## config.mk

```make
export PLATFORM = sky130hd
export DESIGN_NAME = mem_request_unit
export DESIGN_NICKNAME = d
export VERILOG_FILES = /design/src/rtl/mem_req_pkg.sv /design/src/rtl/req_chan.sv /design/src/rtl/mem_request_unit.sv
export SDC_FILE = /design/constraint.sdc
export NUM_CORES = 1
export LEC_CHECK = 0
export CELL_PAD_IN_SITES_DETAIL_PLACEMENT = 1
export CELL_PAD_IN_SITES_GLOBAL_PLACEMENT = 2
export CORE_ASPECT_RATIO = 0.7
export CORE_MARGIN = 2
export CORE_UTILIZATION = 36
export CTS_CLUSTER_SIZE = 40
export DETAILED_ROUTE_END_ITERATION = 16
export PLACE_DENSITY_LB_ADDON = 0.12
export SLEW_MARGIN = 20
export SYNTH_ARGS = -nofsm -noshare
export SYNTH_HDL_FRONTEND = slang
export SYNTH_SLANG_ARGS = --single-unit
```

## constraint.sdc

```tcl
create_clock -name CLK -period 3.6 [get_ports CLK]
set_clock_uncertainty 0.1 [all_clocks]
set_input_delay 0.9 -clock CLK [delete_from_list [all_inputs] [get_ports CLK]]
set_output_delay 0.9 -clock CLK [all_outputs]
set_load 0.005 [all_outputs]
```

## src/rtl/mem_req_pkg.sv

```systemverilog
// Shared types and default sizing for the memory request unit.
package mem_req_pkg;

  // Per-channel request state: idle, read outstanding, write outstanding.
  typedef enum logic [1:0] {
    IDLE = 2'd0,
    RD   = 2'd1,
    WR   = 2'd2
  } req_state_t;

  localparam int NCH_DEF    = 2;
  localparam int WAIT_W_DEF = 8;

endpackage

```

## src/rtl/req_chan.sv

```systemverilog
// One request channel: holds a read or write enable until the cache hits,
// accepts a follow-on request on the hit cycle, and counts wait cycles
// with saturation to flag a timeout.
module req_chan
  import mem_req_pkg::*;
#(
  parameter int WAIT_W     = WAIT_W_DEF,
  parameter int HALT_DRAIN = 1
) (
  input  logic       CLK,
  input  logic       RST,
  input  logic       rreq,
  input  logic       wreq,
  input  logic       hit,
  input  logic       halt_any,   // halt input or the latched halt flag
  output logic       ren,
  output logic       wen,
  output logic       busy,
  output logic       timeout,
  output logic       idle,
  output logic [1:0] dbg_state
);

  localparam logic [WAIT_W-1:0] CNT_MAX = '1;

  req_state_t        state_q, state_d;
  req_state_t        req_pick;
  logic [WAIT_W-1:0] cnt_q, cnt_d;

  // Request the pipeline is presenting this cycle; write wins over read.
  always_comb begin
    req_pick = IDLE;
    if (wreq)      req_pick = WR;
    else if (rreq) req_pick = RD;
  end

  // Next state and wait counter. A hit always ends the current wait, so the
  // counter restarts from zero even when the same op is accepted back-to-back.
  always_comb begin
    state_d = state_q;
    cnt_d   = '0;
    case (state_q)
      IDLE: begin
        if (!halt_any) state_d = req_pick;
      end
      RD: begin
        if (halt_any)  state_d = IDLE;
        else if (hit)  state_d = req_pick;
      end
      WR: begin
        if (halt_any && (HALT_DRAIN == 0)) state_d = IDLE;
        else if (hit)                      state_d = halt_any ? IDLE : req_pick;
      end
      default: state_d = IDLE;
    endcase
    if ((state_q != IDLE) && (state_d == state_q) && !hit) begin
      cnt_d = (cnt_q == CNT_MAX) ? cnt_q : cnt_q + WAIT_W'(1);
    end
  end

  // State and counter registers; reset overrides every input.
  always_ff @(posedge CLK) begin
    if (RST) begin
      state_q <= IDLE;
      cnt_q   <= '0;
    end else begin
      state_q <= state_d;
      cnt_q   <= cnt_d;
    end
  end

  assign ren       = (state_q == RD);
  assign wen       = (state_q == WR);
  assign busy      = ren | wen;
  assign idle      = (state_q == IDLE);
  assign timeout   = (cnt_q == CNT_MAX);
  assign dbg_state = state_q;

endmodule

```

## src/rtl/mem_request_unit.sv

```systemverilog
// Multi-channel memory request unit: NCH independent request channels
// sharing a sticky halt flag and a sticky halted indication.
module mem_request_unit
  import mem_req_pkg::*;
#(
  parameter int NCH        = NCH_DEF,
  parameter int WAIT_W     = WAIT_W_DEF,
  parameter int HALT_DRAIN = 1
) (
  input  logic           CLK,
  input  logic           RST,
  input  logic [NCH-1:0] rreq,
  input  logic [NCH-1:0] wreq,
  input  logic [NCH-1:0] hit,
  input  logic           halt,
  output logic [NCH-1:0] ren,
  output logic [NCH-1:0] wen,
  output logic [NCH-1:0] busy,
  output logic [NCH-1:0] timeout,
  output logic           halted
);

  logic           halt_q;
  logic           halted_q;
  logic           halt_any;
  logic [NCH-1:0] idle;
  logic [1:0]     dbg_state [NCH];

  // A halt seen this cycle already blocks new requests and aborts reads.
  assign halt_any = halt | halt_q;

  for (genvar i = 0; i < NCH; i++) begin : g_chan
    req_chan #(
      .WAIT_W     (WAIT_W),
      .HALT_DRAIN (HALT_DRAIN)
    ) u_chan (
      .CLK       (CLK),
      .RST       (RST),
      .rreq      (rreq[i]),
      .wreq      (wreq[i]),
      .hit       (hit[i]),
      .halt_any  (halt_any),
      .ren       (ren[i]),
      .wen       (wen[i]),
      .busy      (busy[i]),
      .timeout   (timeout[i]),
      .idle      (idle[i]),
      .dbg_state (dbg_state[i])
    );
  end

  // Sticky halt flag, and halted once the flag is up with every channel idle.
  always_ff @(posedge CLK) begin
    if (RST) begin
      halt_q   <= 1'b0;
      halted_q <= 1'b0;
    end else begin
      halt_q   <= halt_q | halt;
      halted_q <= halted_q | (halt_q & (&idle));
    end
  end

  assign halted = halted_q;

endmodule
```

==> impl_metrics.py, run 1 <==
metrics = {
    "synth": {
        "synth_compound_area_share_pct": 16.4,
        "ys_ff_latch": 22,
        "yosys.area.top_type": "dfxtp_1",
        "synth-edff-count": 0,
        "yosys.cell_types.count": 48,
        "yosysTopAreaCellShare_pct": 32.5,
        "synthAdderAreaFrac_pct": 9.24,
        "synth_top_family_by_area": "simple AND/OR/NAND/NOR gates",
        "syn_inst": 147,
        "synth.avg_cell_area_um2": 9.21,
        "synthFlopType": "dfxtp_1",
        "ys_seq_area_share_pct": 32.5,
        "synthXorXnorAreaFrac_pct": 4.53,
        "synthTopCellsByArea": "dfxtp_1 33%, ha_1 9.2%, buf_4 4.4%",
        "yosys.area_share.simple_pct": 26.1,
        "synth_fp_nets": 166,
        "synth_mux_area_share_pct": 4.53,
        "async_reset_ff_share_pct": 0,
        "syn_area_um2": 1350,
        "ys.warnings.count": 0,
    },
    "die": {
        "io_pins": 18,
        "fp-row-count": 18,
        "die_h_um": 55.3,
        "dieArea_um2": 4270,
        "die_width_um": 77.3,
        "initial_core_util_pct": 38.0,
        "core_um2": 3560,
    },
    "place": {
        "gp_congestion": 0.748,
        "dpl_cell_area_um2": 1520,
        "dp.final_hpwl_mm": 2.22,
        "port_buffers": 17,
    },
    "sta": {
        "fmax_mhz": 334,
        "min_period_ns": 2.99,
        "hold_viol": 0,
        "tns_ns": 0,
        "tightest_slew_ns": 0.415,
        "max-slew-margin-rel_pct": 72.3,
        "setup_viol": 0,
        "finalCritPeriodShare_pct": 83.2,
        "rsz0062_at_grt": "no",
        "maxSlewViolCount": 0,
    },
    "cts": {
        "clock_latency_ns": 0.27,
        "ctsRootBufferMaster": "clkbuf_8",
        "ctsResizeCount": 0,
        "post_cts_buffers": 0,
        "cts_buffer_depth": 2,
        "cts_sinks": 22,
        "cts.clk_slew.worst_paths_ns": 0.09,
        "hold_buffers": 0,
        "ctsHtreeMaxLevel": 1,
        "cts_made_buffers": 3,
        "cts_tree": "done",
    },
    "grt": {
        "grt_usage_pct": 14.5,
        "grt_max_degree": 14,
        "antenna_found_initial": 0,
        "grt_pass1_vias": 1064,
        "grt_pass1_wl_mm": 4.97,
        "overflow": 0,
    },
    "pwr": {
        "p_per_area_nw_per_um2": 357,
        "power.leakage_nw": 0.637,
        "ir_drop_mv": 0.212,
    },
    "run": {
        "drv_cap": 0,
    },
    "critical_path": {
        "worstPathMaxFanout": 7,
        "critPathLaunch": "g_chan[0].u_chan.cnt_q[0]$_SDFFE_PP0N_",
        "start_kind": "flop",
        "criticalPathCategory": "reg -> out",
        "crit_arrival_ns": 1.99,
        "required_ns": 2.60,
        "timing.rr.start": "g_chan[1].u_chan.dbg_state[0]$_SDFF_PP0_",
        "end_kind": "output pin",
    },
    "detailed_routing": {
        "routed-via-count": 1089,
        "drtIter0Drc": 24,
        "drt_pre_antenna_iters": 4,
        "routed_wirelength_mm": 2.98,
        "detail-route-antenna-nets": 0,
        "viasPerCell": 5.24,
        "wl_per_cell_um": 14.3,
        "drc": 0,
    },
    "cells_and_area": {
        "drive_gt1_share_pct": 8.86,
        "fin_nets": 178,
        "syn2layout_area_growth_pct": 17.4,
        "fin_area_um2": 1590,
        "final_core_utilization_pct": 44.7,
        "diodes": 0,
    },
    "status": {
        "status": "finished, final reports clean",
    },
    "min_path": {
        "min_path_type": "reg -> reg",
        "hp-start": "halted$_SDFF_PP0_",
    },
}
==> per-stage QoR <==
stage                     hold WS [ns]  power [mW]  instances  worst slack (ns)
after global placement           0.373       0.336        204             0.759
after CTS                        0.392       0.574        208             0.559
after floorplan                  0.361       0.309        147              1.44
after global routing             0.455       0.596        208             0.445
after detailed placement         0.372       0.338        204             0.665
final                            0.393       0.567        208             0.606
==> per-layer routing <==
metal	track usage [%]	share of wire (%)	wire length [um]
met1	18.8	48	1430
met2	23.9	47	1410
met3	4.25	4.0	118
met4	3.06	0.67	20
met5	0	0	0
==> worst max-delay path: stages (launching register included) <==
cell	delay [ns]
dfxtp_1	0.40
ha_1	0.19
and2_1	0.23
nand3_1	0.30
inv_2	0.11
clkdlybuf4s50_1	0.50
==> cell usage in the layout, fill, tap and decap left out, types with 2 or more instances in the layout <==
master | Yosys | layout
o211a_1 | 2 | 2
clkbuf_8 | 0 | 3
a221o_1 | 2 | 2
mux2i_1 | 5 | 5
o21ai_1 | 2 | 2
and2_1 | 9 | 9
inv_1 | 4 | 4
nor2_1 | 4 | 4
and3_1 | 3 | 3
and4_1 | 2 | 2
o21ai_0 | 3 | 3
nor3_1 | 5 | 5
a31oi_1 | 2 | 2
clkdlybuf4s50_1 | 0 | 17
inv_2 | 2 | 2
dfxtp_1 | 22 | 22
nand3_1 | 4 | 4
ha_1 | 10 | 10
xnor2_1 | 5 | 5
xor2_1 | 2 | 2
nand2_1 | 8 | 8
nand4_1 | 5 | 5
nor2b_1 | 9 | 9
a21oi_1 | 4 | 4
==> where the power goes <==
group	switching [mW]	leakage [nW]	internal [mW]	total (mW)
clock	0.0867	0.0357	0.149	0.235
combinational	0.0345	0.423	0.0397	0.0743
sequential	0.00814	0.178	0.249	0.257
==> state kept, by name, indices dropped and copies added, names as in the netlist <==
register                 count
halted                       1
halt_q                       1
g_chan.u_chan.cnt_q         16
g_chan.u_chan.dbg_state      4
==> cells in the mapped netlist, types with 2 or more instances <==
cell type,n
dfxtp_1,22
a31oi_1,2
nor2b_1,9
o21ai_1,2
nand2_1,8
a21oi_1,4
o21ai_0,3
nand3_1,4
nor3_1,5
xor2_1,2
and2_1,9
inv_2,2
o211a_1,2
ha_1,10
and4_1,2
nand4_1,5
xnor2_1,5
mux2i_1,5
buf_4,8
and3_1,3
inv_1,4
a221o_1,2
nor2_1,4
==> cell type report <==
type	instances	area, um2
clock buffer	3	41.3
fill	433	1970
clock inverter	1	30.0
sequential	22	440
timing repair buffer	17	170
tap	50	62.6
inverter	6	22.5
multi-input combinational	109	822
==> worst paths after layout <==
check | endpoint | slack (ns) | depth (start not counted)
setup / recovery | timeout[0] | 0.61 | 5
hold / removal | halted$_SDFF_PP0_ | 0.39 | 2
setup reg to reg | g_chan[1].u_chan.cnt_q[6]$_SDFFE_PP0N_ | 1.45 | 6
hold reg to reg | halted$_SDFF_PP0_ | 0.39 | 2
==> kinds of logic (layout without fill, tap and decap cells) <==
| family | after synthesis | in the layout |
|---|---|---|
| AND/OR/NAND/NOR | 58 | 58 |
| AO/OA/AOI/OAI | 28 | 28 |
| flip-flops | 22 | 22 |
| buffers and inverters | 16 | 27 |
| adder cells (fa/ha/maj) | 10 | 10 |
| XOR/XNOR | 7 | 7 |
| multiplexers | 6 | 6 |
(Power assumes the default switching activity.)
==> run 2: changes to the inputs <==
Settings changed: CORE_UTILIZATION 36 to 33.
Clock period 3.6 ns to 2.9 ns, I/O delays scaled along.
==> impl_metrics.py, run 2 (same netlist as run 1, synthesis figures left out) <==
metrics = {
    "status": {
        "status": "finished, final reports clean",
    },
    "sta": {
        "tightest_slew_ns": 0.332,
        "finalCritPeriodShare_pct": 93.2,
        "max-slew-margin-rel_pct": 77.9,
        "finalWorstSetupSlack_ns": 0.197,
        "fmax_mhz": 370,
        "rsz0062_at_grt": "no",
        "hold_viol": 0,
        "setup_viol": 0,
        "min_period_ns": 2.70,
        "maxSlewViolCount": 0,
        "tns_ns": 0,
    },
    "critical_path": {
        "r2r_slack_ns": 0.73,
        "start_kind": "flop",
        "crit_arrival_ns": 1.88,
        "critPathBufInv": 2,
        "timing.rr.start": "g_chan[1].u_chan.dbg_state[0]$_SDFF_PP0_",
        "reg2regPathDepth": 6,
        "criticalPathCategory": "reg -> out",
        "cp-endpoint": "timeout[1]",
        "end_kind": "output pin",
        "required_ns": 2.08,
        "cp_num_cells": 4,
        "critPathSlowestCell": "clkdlybuf4s50_1",
        "worstReg2RegEnd": "g_chan[1].u_chan.cnt_q[6]$_SDFFE_PP0N_",
        "max_stage_delay_ns": 0.50,
        "critPathLaunch": "g_chan[1].u_chan.cnt_q[2]$_SDFFE_PP0N_",
        "cp_top_family": "buffers and inverters",
        "crit_path_cell_trace": "and4_1 > nand4_2 > inv_2 > clkdlybuf4s50_1",
        "worstPathMaxFanout": 7,
    },
    "cells_and_area": {
        "final_common_cell": "dfxtp_1",
        "multiInputGateArea_um2": 825,
        "largest_reg_flops": 16,
        "fin_nets": 181,
        "seqCellArea_um2": 440,
        "diodes": 0,
        "fill_cells": 467,
        "final_cell_mix": "22 x dfxtp_1, 17 x clkdlybuf4s50_1, 9 x and2_1, 9 x nor2b_1, 9 x ha_1",
        "largest-register": "g_chan.u_chan.cnt_q",
        "syn2layout_area_growth_pct": 17.2,
        "final_core_utilization_pct": 40.4,
        "fin_area_um2": 1590,
        "drive_gt1_share_pct": 10.6,
    },
    "cts": {
        "cts_made_buffers": 3,
        "cts_buffer_depth": 2,
        "clock_latency_ns": 0.27,
        "ctsHtreeMaxLevel": 1,
        "ctsRootBufferMaster": "clkbuf_8",
        "cts_tree": "done",
        "cts.clk_slew.worst_paths_ns": 0.08,
        "post_cts_buffers": 0,
        "hold_buffers": 0,
        "cts_sinks": 22,
    },
    "pwr": {
        "ir_drop_mv": 0.155,
        "p_per_area_nw_per_um2": 382,
        "switching_share_pct": 25.2,
        "power.share.combinational_pct": 15.5,
        "p_int_mw": 0.453,
        "power.leakage_nw": 0.634,
        "power_frac_clock_pct": 31.8,
        "p_seq_share_pct": 52.7,
        "p_switching_mw": 0.152,
        "power_mw": 0.606,
    },
    "grt": {
        "grt_pass1_wl_mm": 5.07,
        "grt_pass1_vias": 1076,
        "grt_max_degree": 12,
        "antenna_found_initial": 0,
        "grt_usage_pct": 14.3,
        "overflow": 0,
    },
    "die": {
        "fp-row-count": 19,
        "core_um2": 3920,
        "io_pins": 18,
        "initial_core_util_pct": 34.5,
        "dieArea_um2": 4640,
        "die_width_um": 80.6,
        "die_h_um": 57.6,
    },
    "place": {
        "port_buffers": 17,
        "dpl_cell_area_um2": 1540,
        "place_ws_ns": 0.210,
        "gp_congestion": 0.779,
        "dp.final_hpwl_mm": 2.19,
    },
    "detailed_routing": {
        "drt_pre_antenna_iters": 4,
        "routed-via-count": 1087,
        "routed_wirelength_mm": 2.92,
        "drtIter0Drc": 25,
        "detail-route-antenna-nets": 0,
        "wl_per_cell_um": 13.8,
        "drc": 0,
        "viasPerCell": 5.13,
    },
    "min_path": {
        "min_path_type": "reg -> reg",
    },
    "run": {
        "drv_cap": 0,
    },
}
[run 2: cell types whose count changed in the layout (fill, tap and decap cells not counted), sizes merged]
cell / before / now
buf: 0 / 3
bufinv: 1 / 0
[run 2: through the flow]
step	hold WS (ns)	cells
global route	0.459	212
CTS	0.399	212
finish	0.388	212
detailed placement	0.376	209
floorplan	0.361	147
global placement	0.370	209
[run 2: how the worst min path moves through the flow]
stage / from / cells past startpoint / end / slack, ns
6_report: halted$_SDFF_PP0_ / 2 / halted$_SDFF_PP0_ / 0.39
5_1_grt: g_chan[0].u_chan.cnt_q[2]$_SDFFE_PP0N_ / 1 / g_chan[0].u_chan.cnt_q[2]$_SDFFE_PP0N_ / 0.46
4_1_cts: halted$_SDFF_PP0_ / 2 / halted$_SDFF_PP0_ / 0.40
3_5_place_dp: halted$_SDFF_PP0_ / 2 / halted$_SDFF_PP0_ / 0.38
3_3_place_gp: halted$_SDFF_PP0_ / 2 / halted$_SDFF_PP0_ / 0.37
2_1_floorplan: halted$_SDFF_PP0_ / 2 / halted$_SDFF_PP0_ / 0.36
[run 2: worst reg2reg max path: cells and delay by family, from the launching register on]
kind / cells / cell delay, ns
and+or+nand+nor: 2 / 0.58
AOI/OAI and AO/OA: 2 / 0.56
DFF: 1 / 0.47
adders and majority gates: 1 / 0.27
buffers and inverters: 1 / 0.11
[run 2: metal layers]
| metal | part of all wire (%) | track usage (%) | routed length [um] |
|---|---|---|---|
| met1 | 50 | 19.4 | 1470 |
| met2 | 45 | 21.5 | 1310 |
| met3 | 3.6 | 4.27 | 104 |
| met4 | 1.3 | 5.08 | 39 |
| met5 | 0 | 0 | 0 |
[run 2: final cells by class]
class	instances	share of cell area [%]
flip-flops and latches	22	27.8
well taps	52	4.10
repair buffers	20	12.1
inverters	6	1.42
multi-input cells	109	52.0
clock buffers	3	2.60
[run 2: timing repair]
action / CTS / global route
hold endpoints to repair: 0 / 0
resized for setup: 0 / 1
endpoints found under the setup margin: 0 / 1
[run 2: power by group through the flow]
stage	combinational, mW	sequential [mW]	clock, mW
global placement	0.0937	0.326	0
global route	0.105	0.320	0.216
floorplan	0.0597	0.324	0
detailed placement	0.0948	0.326	0
CTS	0.0958	0.319	0.206
finish	0.0942	0.319	0.192
==> run 3: changes to the inputs <==
Settings changed: PLACE_DENSITY_LB_ADDON 0.12 to 0.1.
==> impl_metrics.py, run 3 (same netlist as run 1, synthesis figures left out) <==
metrics = {
    "status": {
        "status": "finished, final reports clean",
    },
    "cts": {
        "ctsHtreeMaxLevel": 1,
        "ctsRootBufferMaster": "clkbuf_8",
        "clock_latency_ns": 0.26,
        "hold_buffers": 0,
        "cts_tree": "done",
        "ctsResizeCount": 0,
        "cts.clk_slew.worst_paths_ns": 0.08,
        "cts_made_buffers": 3,
        "cts_sinks": 22,
        "post_cts_buffers": 0,
        "cts_buffer_depth": 2,
    },
    "place": {
        "gp_congestion": 0.796,
        "port_buffers": 17,
        "dp.final_hpwl_mm": 2.19,
    },
    "cells_and_area": {
        "largest-register": "g_chan.u_chan.cnt_q",
        "largest_reg_flops": 16,
        "drive_gt1_share_pct": 10.6,
        "final_core_utilization_pct": 40.7,
        "fin_nets": 181,
        "diodes": 0,
        "final_cell_mix": "22 x dfxtp_1, 17 x clkdlybuf4s50_1, 10 x ha_1",
        "final_common_cell": "dfxtp_1",
        "syn2layout_area_growth_pct": 18.0,
    },
    "critical_path": {
        "end_kind": "output pin",
        "start_kind": "flop",
        "criticalPathCategory": "reg -> out",
        "crit_arrival_ns": 1.92,
        "worstPathMaxFanout": 8,
        "required_ns": 2.08,
    },
    "sta": {
        "min_period_ns": 2.74,
        "tightest_slew_ns": 0.395,
        "max-slew-margin-rel_pct": 73.7,
        "setup_viol": 0,
        "hold_viol": 0,
        "rsz0062_at_grt": "no",
        "whs_ns": 0.415,
        "maxSlewViolCount": 0,
        "tns_ns": 0,
        "finalCritPeriodShare_pct": 94.6,
        "fmax_mhz": 365,
    },
    "pwr": {
        "power.share.combinational_pct": 14.8,
        "power_frac_clock_pct": 35.2,
        "p_per_area_nw_per_um2": 400,
        "switching_share_pct": 24.7,
        "p_seq_share_pct": 50.0,
        "ir_drop_mv": 0.229,
        "power.leakage_nw": 0.644,
        "p_switching_mw": 0.158,
        "p_int_mw": 0.481,
    },
    "die": {
        "fp-row-count": 19,
        "core_um2": 3920,
        "die_width_um": 80.6,
        "io_pins": 18,
        "die_h_um": 57.6,
        "dieArea_um2": 4640,
        "initial_core_util_pct": 34.5,
    },
    "grt": {
        "overflow": 0,
        "antenna_found_initial": 0,
        "grt_max_degree": 13,
        "grt_usage_pct": 14.0,
        "grt_pass1_wl_mm": 5.09,
        "grt_pass1_vias": 1126,
    },
    "detailed_routing": {
        "viasPerCell": 5.06,
        "drt_pre_antenna_iters": 4,
        "wl_per_cell_um": 13.6,
        "drtIter0Drc": 18,
        "detail-route-antenna-nets": 0,
        "routed_wirelength_mm": 2.90,
        "routed-via-count": 1078,
        "drc": 0,
    },
    "run": {
        "drv_cap": 0,
    },
    "min_path": {
        "min_path_type": "reg -> reg",
    },
}
==> run 3: layout make-up <==
class	count	area, um2
Clock buffer	4	55.1
Fill cell	459	2320
Inverter	6	22.5
Multi-Input combinational cell	109	822
Sequential cell	22	440
Tap cell	52	65.1
Timing Repair Buffer	20	193
==> run 3: power by group through the flow <==
| stage | Combinational [mW] | Sequential (mW) | Clock [mW] |
|---|---|---|---|
| 3_3_place_gp | 0.0938 | 0.326 | 0 |
| 4_1_cts | 0.0959 | 0.320 | 0.235 |
| 6_report | 0.0944 | 0.320 | 0.225 |
| 2_1_floorplan | 0.0597 | 0.324 | 0 |
| 3_5_place_dp | 0.0952 | 0.327 | 0 |
| 5_1_grt | 0.105 | 0.321 | 0.249 |
==> run 3: path summary, 6_finish.rpt <==
check | from | endpoint | slack, ns | cells past startpoint
worst min-delay path | halted$_SDFF_PP0_ | halted$_SDFF_PP0_ | 0.41 | 2
worst max register to register | g_chan[1].u_chan.dbg_state[0]$_SDFF_PP0_ | g_chan[1].u_chan.cnt_q[6]$_SDFFE_PP0N_ | 0.74 | 6
worst min register to register | halted$_SDFF_PP0_ | halted$_SDFF_PP0_ | 0.41 | 2
worst max-delay path | g_chan[1].u_chan.cnt_q[0]$_SDFFE_PP0N_ | timeout[1] | 0.16 | 4
==> run 3: per-layer routing <==
layer  up-vias  GRT usage (%)  routed length [um]
met4         0           2.91                  10
met5         -              0                   0
li1        552              -                   -
met2        10           23.0                1350
met1       514           18.6                1470
met3         2           3.80                  74
==> run 3: per-stage QoR <==
stage,area (um2),total power [mW],cells,worst slack (ns)
6_report,1600,0.639,213,0.157
5_1_grt,1600,0.675,213,0.00378
3_5_place_dp,1540,0.422,209,0.206
4_1_cts,1600,0.650,213,0.154
2_1_floorplan,1350,0.383,147,0.913
3_3_place_gp,1540,0.420,209,0.247
==> run 3: worst max-delay path, stage by stage, from the launching register on <==
cell	delay, ns
dfxtp_1	0.43
ha_1	0.37
nand4_2	0.27
inv_2	0.09
clkdlybuf4s50_1	0.49
